==> config.mk <==
export PLATFORM = sky130hd
export DESIGN_NAME = drp_reconf_ctrl
export DESIGN_NICKNAME = d
export VERILOG_FILES = /design/src/rtl/drp_reconf_ctrl.sv
export SDC_FILE = /design/constraint.sdc
export NUM_CORES = 1
export LEC_CHECK = 0
export ABC_AREA = 1
export CAP_MARGIN = 30
export CORE_ASPECT_RATIO = 1.25
export CORE_UTILIZATION = 39
export DETAILED_ROUTE_END_ITERATION = 16
export GPL_TIMING_DRIVEN = 0
export PLACE_DENSITY = 0.56
export SLEW_MARGIN = 20
export SYNTH_ARGS = -nofsm -noshare
export SYNTH_HDL_FRONTEND = slang
export SYNTH_SLANG_ARGS = --single-unit
==> constraint.sdc <==
create_clock -name DCLK -period 3.6 [get_ports DCLK]
set_clock_uncertainty 0.1 [all_clocks]
set_input_delay 0.54 -clock DCLK [delete_from_list [all_inputs] [get_ports DCLK]]
set_output_delay 0.54 -clock DCLK [all_outputs]
set_load 0.01 [all_outputs]
==> src/rtl/drp_reconf_ctrl.sv <==
// PLL DRP reconfiguration sequencer: read-modify-write of up to 8 table entries with PLL held in reset.
// Optional DRDY timeout is built when DRP_TIMEOUT_EN is defined.
module drp_reconf_ctrl #(
   parameter int TABLE_DEPTH    = 8,
   parameter int TIMEOUT_CYCLES = 64
) (
   input  logic        DCLK,
   input  logic        RST,
   input  logic        START,
   input  logic [3:0]  COUNT,
   input  logic        TBL_WE,
   input  logic [2:0]  TBL_IDX,
   input  logic [6:0]  TBL_DADDR,
   input  logic [15:0] TBL_MASK,
   input  logic [15:0] TBL_DATA,
   output logic [6:0]  DADDR,
   output logic        DEN,
   output logic        DWE,
   output logic [15:0] DI,
   input  logic [15:0] DO,
   input  logic        DRDY,
   output logic        PLL_RST,
   input  logic        LOCKED,
   output logic        BUSY,
   output logic        DONE,
   output logic        ERROR
);

   // state     | meaning
   // IDLE      | waiting for START; table writable
   // READ      | one-cycle DRP read strobe for current entry
   // WAIT_RD   | waiting for DRDY, captures DO
   // WRITE     | one-cycle DRP write strobe with merged data
   // WAIT_WR   | waiting for write DRDY, then next entry or release
   // RELEASE   | drops PLL reset
   // WAIT_LOCK | waiting for LOCKED, then DONE
   typedef enum logic [2:0] {
      IDLE, READ, WAIT_RD, WRITE, WAIT_WR, RELEASE, WAIT_LOCK
   } state_t;

   state_t      state_q, state_d;
   logic        busy_q, busy_d;
   logic        done_q, done_d;
   logic        pll_rst_q, pll_rst_d;
   logic [3:0]  count_q, count_d;
   logic [2:0]  idx_q, idx_d;
   logic [15:0] do_q, do_d;
   logic        last_entry;

   logic [6:0]  tbl_addr [TABLE_DEPTH];
   logic [15:0] tbl_mask [TABLE_DEPTH];
   logic [15:0] tbl_data [TABLE_DEPTH];

`ifdef DRP_TIMEOUT_EN
   localparam int TMR_W = (TIMEOUT_CYCLES > 1) ? $clog2(TIMEOUT_CYCLES) : 1;
   localparam logic [TMR_W-1:0] TMR_LOAD = TMR_W'(TIMEOUT_CYCLES - 1);
   logic [TMR_W-1:0] tmr_q, tmr_d;
   logic             error_q, error_d;
   logic             tmr_tc;
   assign tmr_tc = (tmr_q == '0);
`endif

   // Table has no reset so a replay after RST reuses the same entries.
   always_ff @(posedge DCLK) begin
      if (TBL_WE && !busy_q) begin
         tbl_addr[TBL_IDX] <= TBL_DADDR;
         tbl_mask[TBL_IDX] <= TBL_MASK;
         tbl_data[TBL_IDX] <= TBL_DATA;
      end
   end

   assign last_entry = ({1'b0, idx_q} == (count_q - 4'd1));

   always_comb begin
      state_d   = state_q;
      busy_d    = busy_q;
      done_d    = 1'b0;
      pll_rst_d = pll_rst_q;
      count_d   = count_q;
      idx_d     = idx_q;
      do_d      = do_q;
`ifdef DRP_TIMEOUT_EN
      tmr_d     = tmr_q;
      error_d   = error_q;
`endif
      case (state_q)
         IDLE: begin
            if (START) begin
`ifdef DRP_TIMEOUT_EN
               error_d = 1'b0;
`endif
               if (COUNT == 4'd0) begin
                  done_d = 1'b1;
               end else begin
                  count_d   = (COUNT > 4'(TABLE_DEPTH)) ? 4'(TABLE_DEPTH) : COUNT;
                  idx_d     = 3'd0;
                  busy_d    = 1'b1;
                  pll_rst_d = 1'b1;
                  state_d   = READ;
               end
            end
         end
         READ: begin
            state_d = WAIT_RD;
`ifdef DRP_TIMEOUT_EN
            tmr_d = TMR_LOAD;
`endif
         end
         WAIT_RD: begin
            if (DRDY) begin
               do_d    = DO;
               state_d = WRITE;
            end
`ifdef DRP_TIMEOUT_EN
            else if (tmr_tc) begin
               error_d   = 1'b1;
               pll_rst_d = 1'b0;
               done_d    = 1'b1;
               busy_d    = 1'b0;
               state_d   = IDLE;
            end else begin
               tmr_d = tmr_q - 1'b1;
            end
`endif
         end
         WRITE: begin
            state_d = WAIT_WR;
`ifdef DRP_TIMEOUT_EN
            tmr_d = TMR_LOAD;
`endif
         end
         WAIT_WR: begin
            if (DRDY) begin
               if (last_entry) begin
                  state_d = RELEASE;
               end else begin
                  idx_d   = idx_q + 3'd1;
                  state_d = READ;
               end
            end
`ifdef DRP_TIMEOUT_EN
            else if (tmr_tc) begin
               error_d   = 1'b1;
               pll_rst_d = 1'b0;
               done_d    = 1'b1;
               busy_d    = 1'b0;
               state_d   = IDLE;
            end else begin
               tmr_d = tmr_q - 1'b1;
            end
`endif
         end
         RELEASE: begin
            pll_rst_d = 1'b0;
            state_d   = WAIT_LOCK;
         end
         WAIT_LOCK: begin
            if (LOCKED) begin
               busy_d  = 1'b0;
               done_d  = 1'b1;
               state_d = IDLE;
            end
         end
         default: state_d = IDLE;
      endcase
   end

   always_ff @(posedge DCLK) begin
      if (RST) begin
         state_q   <= IDLE;
         busy_q    <= 1'b0;
         done_q    <= 1'b0;
         pll_rst_q <= 1'b0;
         count_q   <= 4'd0;
         idx_q     <= 3'd0;
         do_q      <= 16'd0;
`ifdef DRP_TIMEOUT_EN
         tmr_q     <= '0;
         error_q   <= 1'b0;
`endif
      end else begin
         state_q   <= state_d;
         busy_q    <= busy_d;
         done_q    <= done_d;
         pll_rst_q <= pll_rst_d;
         count_q   <= count_d;
         idx_q     <= idx_d;
         do_q      <= do_d;
`ifdef DRP_TIMEOUT_EN
         tmr_q     <= tmr_d;
         error_q   <= error_d;
`endif
      end
   end

   // Keep bits come from the captured read value, the rest from the entry data.
   assign DEN     = (state_q == READ) || (state_q == WRITE);
   assign DWE     = (state_q == WRITE);
   assign DADDR   = DEN ? tbl_addr[idx_q] : 7'd0;
   assign DI      = DWE ? ((do_q & tbl_mask[idx_q]) | (tbl_data[idx_q] & ~tbl_mask[idx_q])) : 16'd0;
   assign BUSY    = busy_q;
   assign DONE    = done_q;
   assign PLL_RST = pll_rst_q;
`ifdef DRP_TIMEOUT_EN
   assign ERROR   = error_q;
`else
   assign ERROR   = 1'b0;
`endif

endmodule
==> metrics.csv <==
stage;metric;value;unit
layout;drive_gt1_share;9.57;%
drt;final_antenna_net_count;0;
cts;cts_resized;7;
floorplan;die_w;171;um
worst_setup_path;worstPathArrival;2.83;ns
logic_synthesis;synth_ff_type;edfxtp_1;
floorplan;ios;97;
floorplan;dieArea;36500;um2
cts;cts_tree;built;
worst_setup_path;setup.worst_path.start_class;flop;
worst_setup_path;critical_path.max_fanout;10;
grt;grt_max_degree;22;
logic_synthesis;syn_nets;1296;
logic_synthesis;yosys_warnings;0;
timing;max_slew.worst_pin.slew;0.661;ns
worst_setup_path;timing.critical_path.slowest_stage_cell;clkdlybuf4s50_1;
placement;finalWeightedCongestion;0.791;
floorplan;start_util;39.6;%
worst_setup_path;cp_cell_sequence;inv_2, nand3_1, inv_1, buf_2, o21ai_1, nor2_1, clkdlybuf4s50_1;
outcome;status;finished with violations;
power_and_ir_drop;p_per_area;743;nW/um2
hold_path;holdPathStages;2;
cts;clk_pin_slew;0.06;ns
logic_synthesis;synth_area;14000;um2
logic_synthesis;synth_top_family_by_area;simple AND/OR/NAND/NOR gates;
power_and_ir_drop;p_leak;6.03;nW
logic_synthesis;synth_compound_area_share;10.2;%
cts;cts-buffers-inserted;36;
drt;drtIter0Drc;789;
grt;grt_pass1_vias;9114;
layout;antenna_cells;0;
logic_synthesis;async_flop_share;0;%
logic_synthesis;synthMuxAreaShare;0;%
timing;slew_viol_final;0;
logic_synthesis;synth-xor-area-share;0.0628;%
logic_synthesis;synthSimpleGateAreaFrac;13.8;%
logic_synthesis;synthCells;1226;
timing;period_minus_slack;3.47;ns
timing;grt_setup_unrepaired;false;
cts;clk_latency;0.52;ns
logic_synthesis;syn_area_per_cell;11.4;um2
logic_synthesis;yosys.area.top_type;edfxtp_1;
cts;clock-root-buffer;clkbuf_16;
layout;nFillCells;3221;
logic_synthesis;synthAdderAreaFrac;0.179;%
logic_synthesis;synth.distinct_cells;33;
worst_setup_path;cp.depth;7;
placement;place_inst;1812;
outcome;violations;design-rule violations;
logic_synthesis;synth_area_leaders;edfxtp_1 (67%), nor2_1 (8.3%), o21ai_0 (6.1%);
drt;vias_per_cell;5.09;
timing;setup_viol;0;
layout;fin_nets;1446;
cts;ctsHoldBuffers;0;
drt;post_drt_wl_per_cell;19.9;um
drt;firstDrtPassIters;11;
timing;max_freq;288;MHz
worst_setup_path;crit_buf_inv;4;
floorplan;core_area;35300;um2
power_and_ir_drop;worst_ir_drop_vdd;0.000340;V
worst_setup_path;required;2.96;ns
worst_setup_path;end_kind;primary output;
grt;gr-total-overflow;0;
logic_synthesis;synth_top_area_share;67.1;%
timing;whs;0.353;ns
timing;finalHoldViolCount;0;
grt;grt_pass1_wl;55.1;mm
floorplan;rows;77;
grt;track_usage;20.9;%
timing;period_share;96.3;%
drt;num_vias;9544;
cts;htreeDepth;2;
cts;clock_sinks;344;
logic_synthesis;synth.ff_latch_count;344;
placement;place_hpwl;24.9;mm
layout;layoutNonFillerInstCount;1874;
hold_path;hp-class;flop to flop;
placement;port_buffers;95;
flow_run;cap_violations;0;
worst_setup_path;critPathMaxStageDelay;0.58;ns
layout;syn_to_final_growth;22.6;%
drt;drcViolationCount;1;
worst_setup_path;r2r_cells;5;
floorplan;die_h;213;um
grt;antenna_found_initial;0;
cts;clockBufferDepth;3;
worst_setup_path;crit_family;buffers and inverters;
drt;routed_wl;37.2;mm
cts;post_cts_buffers;0;
worst_setup_path;worstSetupPathType;flop to primary output;
timing;maxSlewHeadroom;55.9;%
logic_synthesis;synth_enable_flop_cells;312;
logic_synthesis;yosysSeqAreaShare;71.7;%
==> registers in the layout, indices dropped and copies added, names as in the netlist, named ones only <==
| name | flops |
|---|---|
| tbl_data | 128 |
| state_q | 3 |
| DONE | 1 |
| do_q | 16 |
| count_q | 4 |
| tbl_mask | 128 |
| tbl_addr | 56 |
| PLL_RST | 1 |
| BUSY | 1 |
| idx_q | 3 |
==> power breakdown <==
part           leakage, nW  switching [mW]  total, mW  internal, mW
Sequential            3.09          0.0933       4.65          4.56
Combinational         2.40            3.02       4.52          1.50
Clock                0.536            1.47       3.53          2.06
Total                 6.03            4.58       12.7          8.12
==> area by class of cell <==
cell class	count	area [um2]	area share [%]
inverter	33	128	0.746
timing repair buffer	112	1370	8.00
multi-input combinational	783	3450	20.2
clock inverter	15	118	0.688
clock buffer	47	983	5.75
sequential	344	10000	58.5
tap	474	593	3.47
buffer	66	450	2.63
==> path summary, 6_finish.rpt <==
kind	start	end	slack, ns
setup / recovery	state_q[2]	DI[11]	0.13
hold / removal	PLL_RST	PLL_RST	0.35
setup reg to reg	BUSY	tbl_data[2][8]	1.54
hold reg to reg	PLL_RST	PLL_RST	0.35
==> Yosys cell counts, types with 9 or more instances <==
cell and n:
a21oi_1 25, buf_2 14, buf_4 9, buf_6 11, clkbuf_1 24, dfxtp_1 32
edfxtp_1 312, inv_1 28, nand2_1 177, nor2_1 309, o21ai_0 170, o21ai_1 48
o22ai_1 22
==> cell families after synthesis <==
| kind of cell | Yosys count |
|---|---|
| XOR/XNOR | 1 |
| other | 1 |
| buffers and inverters | 99 |
| flip-flops | 344 |
| AO/OA/AOI/OAI | 276 |
| adder cells (fa/ha/maj) | 2 |
| AND/OR/NAND/NOR | 503 |
==> worst min-delay path, stage by stage (launching register included) <==
cell,delay (ns)
dfxtp_1,0.31
inv_1,0.04
a21oi_1,0.05
==> placed cells by master (no fill, tap or decap), types with 6 or more instances in the layout <==
cell type          n
edfxtp_1         312
clkbuf_16         37
nand2_1          177
o21ai_0          170
clkinv_1           8
nor2_1           301
o22ai_1           22
o21ai_1           48
nand3_1            7
buf_2             13
dfxtp_1           32
nor2_4             8
clkbuf_2          15
buf_6             12
buf_16            12
a31oi_1            6
inv_1             28
a21oi_1           25
buf_12             6
clkdlybuf4s50_1   95
buf_4              9
clkbuf_1          19
==> per-layer routing <==
metal	up-vias	wire length [um]	global-route usage, %
met3	70	2010	2.82
li1	4573	-	-
met4	0	1250	7.91
met2	278	18600	36.2
met1	4623	15400	26.5
met5	-	0	0
==> metrics by stage <==
step	util, %	setup slack (ns)	total power [mW]	instance area (um2)	TNS (ns)
finish	48.5	0.132	12.7	17100	0
global route	48.5	0.0108	13.4	17100	0
CTS	48.5	0.00660	12.8	17100	0
detailed placement	45.3	0.416	9.26	16000	0
global placement	44.0	-1.76	9.18	15500	-514.92
floorplan	-	0.640	7.50	14000	0
Note: power is estimated with default switching activity, not from simulation.
